==> src/rtl/reg_share_pkg.sv <==
`default_nettype none
// ============================================================================
// Module      : reg_share_pkg
// Description : Shared constants and helpers for the register-share arbiter.
// Revision    : 1.0 - initial release
// ============================================================================
package reg_share_pkg;

  localparam int NUM_REQ_DEF = 4;
  localparam int DATA_W_DEF  = 8;

  // Widest requester vector the one-hot helper can produce.
  localparam int MAX_REQ = 32;

  // Index width for n requesters; never narrower than one bit.
  function automatic int idx_w(input int n);
    return (n <= 2) ? 1 : $clog2(n);
  endfunction

  // One-hot encoding of an index, sized for the widest supported vector.
  function automatic logic [MAX_REQ-1:0] onehot(input int unsigned idx);
    return MAX_REQ'(1) << idx;
  endfunction

endpackage
`default_nettype wire

==> src/rtl/rr_pick.sv <==
`default_nettype none
// ============================================================================
// Module      : rr_pick
// Description : Combinational round-robin picker. Returns the first active
//               request found scanning from ptr upward, wrapping around.
// Revision    : 1.0 - initial release
// ============================================================================
module rr_pick
  import reg_share_pkg::*;
#(
  parameter  int NUM_REQ = NUM_REQ_DEF,
  localparam int IDX_W   = idx_w(NUM_REQ)
) (
  input  logic [NUM_REQ-1:0] req,
  input  logic [IDX_W-1:0]   ptr,
  output logic [IDX_W-1:0]   sel,
  output logic               any_req
);

  // Scan from the farthest offset down so the nearest request to ptr wins.
  always_comb begin
    int idx;
    sel     = '0;
    any_req = |req;
    for (int k = NUM_REQ - 1; k >= 0; k--) begin
      idx = int'(ptr) + k;
      if (idx >= NUM_REQ) idx = idx - NUM_REQ;
      if (req[idx]) sel = IDX_W'(idx);
    end
  end

endmodule
`default_nettype wire

==> src/rtl/reg_share_arbiter.sv <==
`default_nettype none
// ============================================================================
// Module      : reg_share_arbiter
// Description : Round-robin arbiter with bounded burst lock that is the sole
//               writer of one shared DATA_W-bit register.
// Revision    : 1.0 - initial release
// ============================================================================
module reg_share_arbiter
  import reg_share_pkg::*;
#(
  parameter  int NUM_REQ  = NUM_REQ_DEF,
  parameter  int DATA_W   = DATA_W_DEF,
  parameter  int MAX_HOLD = 3,
  localparam int IDX_W    = idx_w(NUM_REQ)
) (
  input  logic                      clk,
  input  logic                      reset,
  input  logic [NUM_REQ-1:0]        req,
  input  logic [NUM_REQ-1:0]        lock,
  input  logic [NUM_REQ*DATA_W-1:0] wdata,
  output logic [NUM_REQ-1:0]        gnt,
  output logic [DATA_W-1:0]         q,
  output logic [IDX_W-1:0]          owner,
  output logic                      valid
);

  // Hold counter must represent 0..MAX_HOLD.
  localparam int HC_W = $clog2(MAX_HOLD + 1);

  logic [DATA_W-1:0]  q_q,      q_d;
  logic [NUM_REQ-1:0] gnt_q,    gnt_d;
  logic [IDX_W-1:0]   owner_q,  owner_d;
  logic               valid_q,  valid_d;
  logic [IDX_W-1:0]   rr_ptr_q, rr_ptr_d;
  logic [HC_W-1:0]    hold_q,   hold_d;
  logic               locked_q, locked_d;

  logic [IDX_W-1:0]   rr_sel;
  logic               any_req;
  logic               lock_path;
  logic [IDX_W-1:0]   sel;
  logic [MAX_REQ-1:0] oh_full;

  rr_pick #(
    .NUM_REQ (NUM_REQ)
  ) u_rr_pick (
    .req     (req),
    .ptr     (rr_ptr_q),
    .sel     (rr_sel),
    .any_req (any_req)
  );

  assign oh_full = onehot(32'(sel));

  generate
    if (NUM_REQ < MAX_REQ) begin : g_oh_unused
      logic unused_oh_hi;
      assign unused_oh_hi = ^oh_full[MAX_REQ-1:NUM_REQ];
    end
  endgenerate

  // Choose the winner and compute next register, grant and lock state.
  always_comb begin
    q_d      = q_q;
    gnt_d    = '0;
    owner_d  = owner_q;
    valid_d  = valid_q;
    rr_ptr_d = rr_ptr_q;
    hold_d   = '0;
    locked_d = 1'b0;

    // A locked owner keeps the register while it still requests and has budget.
    lock_path = locked_q && req[owner_q] && (hold_q < HC_W'(MAX_HOLD));
    sel       = lock_path ? owner_q : rr_sel;

    if (any_req) begin
      q_d      = wdata[sel*DATA_W +: DATA_W];
      gnt_d    = oh_full[NUM_REQ-1:0];
      owner_d  = sel;
      valid_d  = 1'b1;
      hold_d   = (sel == owner_q && locked_q) ? hold_q + HC_W'(1) : HC_W'(1);
      locked_d = lock[sel] && (hold_d < HC_W'(MAX_HOLD));
      rr_ptr_d = (sel == IDX_W'(NUM_REQ - 1)) ? '0 : sel + IDX_W'(1);
    end
  end

  // State registers with synchronous reset overriding any request.
  always_ff @(posedge clk) begin
    if (reset) begin
      q_q      <= '0;
      gnt_q    <= '0;
      owner_q  <= '0;
      valid_q  <= 1'b0;
      rr_ptr_q <= '0;
      hold_q   <= '0;
      locked_q <= 1'b0;
    end else begin
      q_q      <= q_d;
      gnt_q    <= gnt_d;
      owner_q  <= owner_d;
      valid_q  <= valid_d;
      rr_ptr_q <= rr_ptr_d;
      hold_q   <= hold_d;
      locked_q <= locked_d;
    end
  end

  assign gnt   = gnt_q;
  assign q     = q_q;
  assign owner = owner_q;
  assign valid = valid_q;

endmodule
`default_nettype wire

==> config.mk <==
export PLATFORM = sky130hd
export DESIGN_NAME = reg_share_arbiter
export DESIGN_NICKNAME = d
export VERILOG_FILES = /design/src/rtl/reg_share_pkg.sv /design/src/rtl/rr_pick.sv /design/src/rtl/reg_share_arbiter.sv
export SDC_FILE = /design/constraint.sdc
export NUM_CORES = 1
export LEC_CHECK = 0
export CAP_MARGIN = 20
export CORE_MARGIN = 1
export CORE_UTILIZATION = 28
export DETAILED_ROUTE_END_ITERATION = 8
export GPL_TIMING_DRIVEN = 0
export PLACE_DENSITY = 0.67
export SLEW_MARGIN = 40
export SYNTH_ARGS = -nofsm -noshare
export SYNTH_HDL_FRONTEND = slang
export SYNTH_SLANG_ARGS = --single-unit
export TNS_END_PERCENT = 50
==> constraint.sdc <==
create_clock -name clk -period 2.1 [get_ports clk]
set_input_delay 0.42 -clock clk [delete_from_list [all_inputs] [get_ports clk]]
set_output_delay 0.42 -clock clk [all_outputs]
set_load 0.02 [all_outputs]
==> impl_results.md <==
* Worst slew margin at 67.9%
* FF-to-FF path depth at 8
* Total track usage at 16.0%
* Final Setup Violations at 7
* Synth area leaders: dfxtp_1 35%, a221o_1 6.9%, o21ai_0 5.6%
* Area occupied by multi-input gates at 788 sq um
* Mean number of vias per cell at 5.05
* Clk sinks at 20
* 1st-pass router iterations at 4
* Critical path arrival at 2330 ps
* Period utilization at 104%
* Layout Nets at 240
* Failing checks: setup timing
* Post-synth cell types at 42
* Post-CTS Hold Buffers at 0
* Root Driver: clkbuf_8
* Via count of the first global-routing pass at 1204
* Cells on Worst Hold Path at 2
* RSZ-0062 raised after global routing: yes
* Util after Layout at 50.0%
* Num rows at 23
* Crit start category: primary input
* First-pass GRT wire length at 5510 microns
* FF-to-FF End: q[7]$_SDFFE_PP0N_
* Pin slew with the least headroom to its limit at slightly below 500 ps
* Most frequent cells in the layout: 52 x clkdlybuf4s50_1, 17 x dfxtp_1, 13 x o21ai_0, 11 x a21oi_1, 10 x nand3_1
* CP Max Fanout at 6
* Critical R2R Launch: hold_q[0]$_SDFF_PP0_
* Static Leak at about 0.77 nW
* Post-synthesis sequential area ratio at 34.6%
* Die Area at ~4400 sq um
* Hold Startpoint: valid$_SDFFE_PP0N_
* Boundary pin count at 57
* Maximum clock rate at 0.458 GHz
* Commonest non-fill, non-tap cell in the layout: clkdlybuf4s50_1
* DRC at 0
* Die H at 66.3 microns
* Share of the synthesized area in the top cell type at 34.6%
* Synth area leader: dfxtp_1
* Post-Syn Area at 1160 sq um
* Ant diodes at 0
* Number of H-tree levels at 1
* Maximum Capacitance Violations at 0
* Post-route setup slack at -85.6 ps
* Area growth syn-to-layout at 71.6%
* Die Span X at between 60 and 70 microns
* Clk buf depth at 2
* Status: finished with violations
* Worst hold-check path type: reg -> reg
* Initial Utilization at 29.1%
* Dpl cells at about 240
* Number of enable flip-flop cells after synthesis at 0
* Syn avg cell area at between 8 and 9 sq um
* VDD IR max at between 0.4 and 0.5 mV
* Hold WS at 446 ps
* Reg-to-reg slack, setup at -70 ps
* Routed wire length at roughly 3400 microns
* Worst Setup End Kind: register
* CTS Buf Count at 3
* Synth warn at 0
* Final Instance Count excl. Fillers at approximately 250
* Core area at 3970 sq um
* Final hold viol count at 0
* TritonCTS clock tree: yes
* Final-report max-slew violation count at 0
* Clk slew on worst S/H paths at 80 ps
* Final min period at 2190 ps
* Storage cell area at 404 sq um
* Flops & latches, synth at 20
* Share of cells above drive strength 1 at between 20% and 30%
* Req. time, crit path at 2250 ps
* FILL cells at 367
* Asr flop ratio synth at 0%
* Top FF cell, synth: dfxtp_1
* Routed len/inst at 13.8 microns
* Clock Latency Late Sink at roughly 260 ps
* Largest net degree at the start of global routing at 12
* Routability-driven placement congestion ratio at just over 0.7
* Via count at 1243
* # port buffers at 56
* Detailed placement HPWL at 2420 microns
* 1st-iter DRT viols at 84
* Power Dens Cells at 1070 nW/um^2
* Critical path type: in -> reg
* Syn_nets at roughly 170
* Mapped Cells at 129
* Hold path endpoint: valid$_SDFFE_PP0N_
* TNS Setup at -388 ps
* Remaining global-route overflow at 0
* Clk_skew at ~2.8 ps
* Antenna violations before repair at 0
* Final antenna-violating net count at 0
-- what timing repair did --
action,CTS,global route
endpoints found under the setup margin,16,13
gates resized for setup,14,14
buffers inserted,6,2
gates cloned,1,0
hold endpoints to repair,0,0
pin swaps,7,8
-- power by group --
group	leakage [nW]	internal (mW)	switching (mW)
Combinational	0.572	0.673	0.569
Clock	0.0288	0.167	0.129
Sequential	0.167	0.504	0.0817
-- state kept, by name (all words and copies together) (netlist names) --
register	flops
owner	2
q	8
valid	1
rr_ptr_q	2
gnt	4
locked_q	1
hold_q	2
-- Yosys cell counts, types with 2 or more instances --
cell type   n
a21o_1      2
a21oi_1    11
a221o_1     8
and2_1      2
buf_2       2
clkbuf_1    5
dfxtp_1    20
inv_1       2
mux2_2      4
mux2_4      4
mux2i_1     2
nand2_1     5
nand3_1    10
nor2_1      5
nor2b_1     6
nor4_1      2
o21ai_0    13
or2_2       2
-- through the flow --
| step | total power, mW | instance area, sq um | setup slack, ps |
|---|---|---|---|
| CTS | 2.10 | 1960 | -94.2 |
| global route | 2.26 | 1990 | -144 |
| detailed placement | 1.73 | 1840 | -731 |
| floorplan | 1.34 | 1220 | -30.9 |
| finish | 2.12 | 1990 | -85.6 |
| global placement | 1.71 | 1840 | -704 |
-- logic make-up after synthesis --
kind of cell               after synthesis  synth area share (%)
xor gates and xnor gates                 2                  1.51
muxes                                   10                  10.8
and+or+nand+nor                         40                  19.8
buffers and inverters                   10                  4.11
adders and majority gates                1                  1.08
AOI/OAI and AO/OA                       46                  28.1
DFF                                     20                  34.6
-- worst max-delay path by stage --
stage	end	from	slack [ps]	cells past startpoint
final	q[7]$_SDFFE_PP0N_	req[2]	-90	8
after global routing	q[7]$_SDFFE_PP0N_	hold_q[0]$_SDFF_PP0_	-140	9
after CTS	q[7]$_SDFFE_PP0N_	hold_q[0]$_SDFF_PP0_	-90	8
after detailed placement	q[1]$_SDFFE_PP0N_	req[3]	-730	8
after global placement	q[7]$_SDFFE_PP0N_	req[3]	-700	8
after floorplan	q[0]$_SDFFE_PP0N_	req[0]	-30	7
-- worst max-delay path: stages --
cell and delay (ps):
clkdlybuf4s15_2 230, nor2b_1 160, or4b_4 520, a21oi_4 190
nor2_4 70, buf_8 140, mux2_4 290, a221o_1 320
-- metal layers --
metal / track usage, % / share of wire (%) / up-vias
li1: - / - / 620
met3: 3.97 / 5.0 / 0
met1: 20.1 / 45 / 583
met2: 28.4 / 50 / 40
met4: 1.60 / 0 / 0
met5: 0 / 0 / -
-- final cells by class --
type / instances / area share (%)
plain buffers: 6 / 2.52
repair buffers: 65 / 31.1
multi-input cells: 99 / 39.7
flip-flops and latches: 20 / 20.4
well taps: 50 / 3.15
inverters: 2 / 0.378
clock buffers: 4 / 2.77
(Power assumes the default switching activity.)
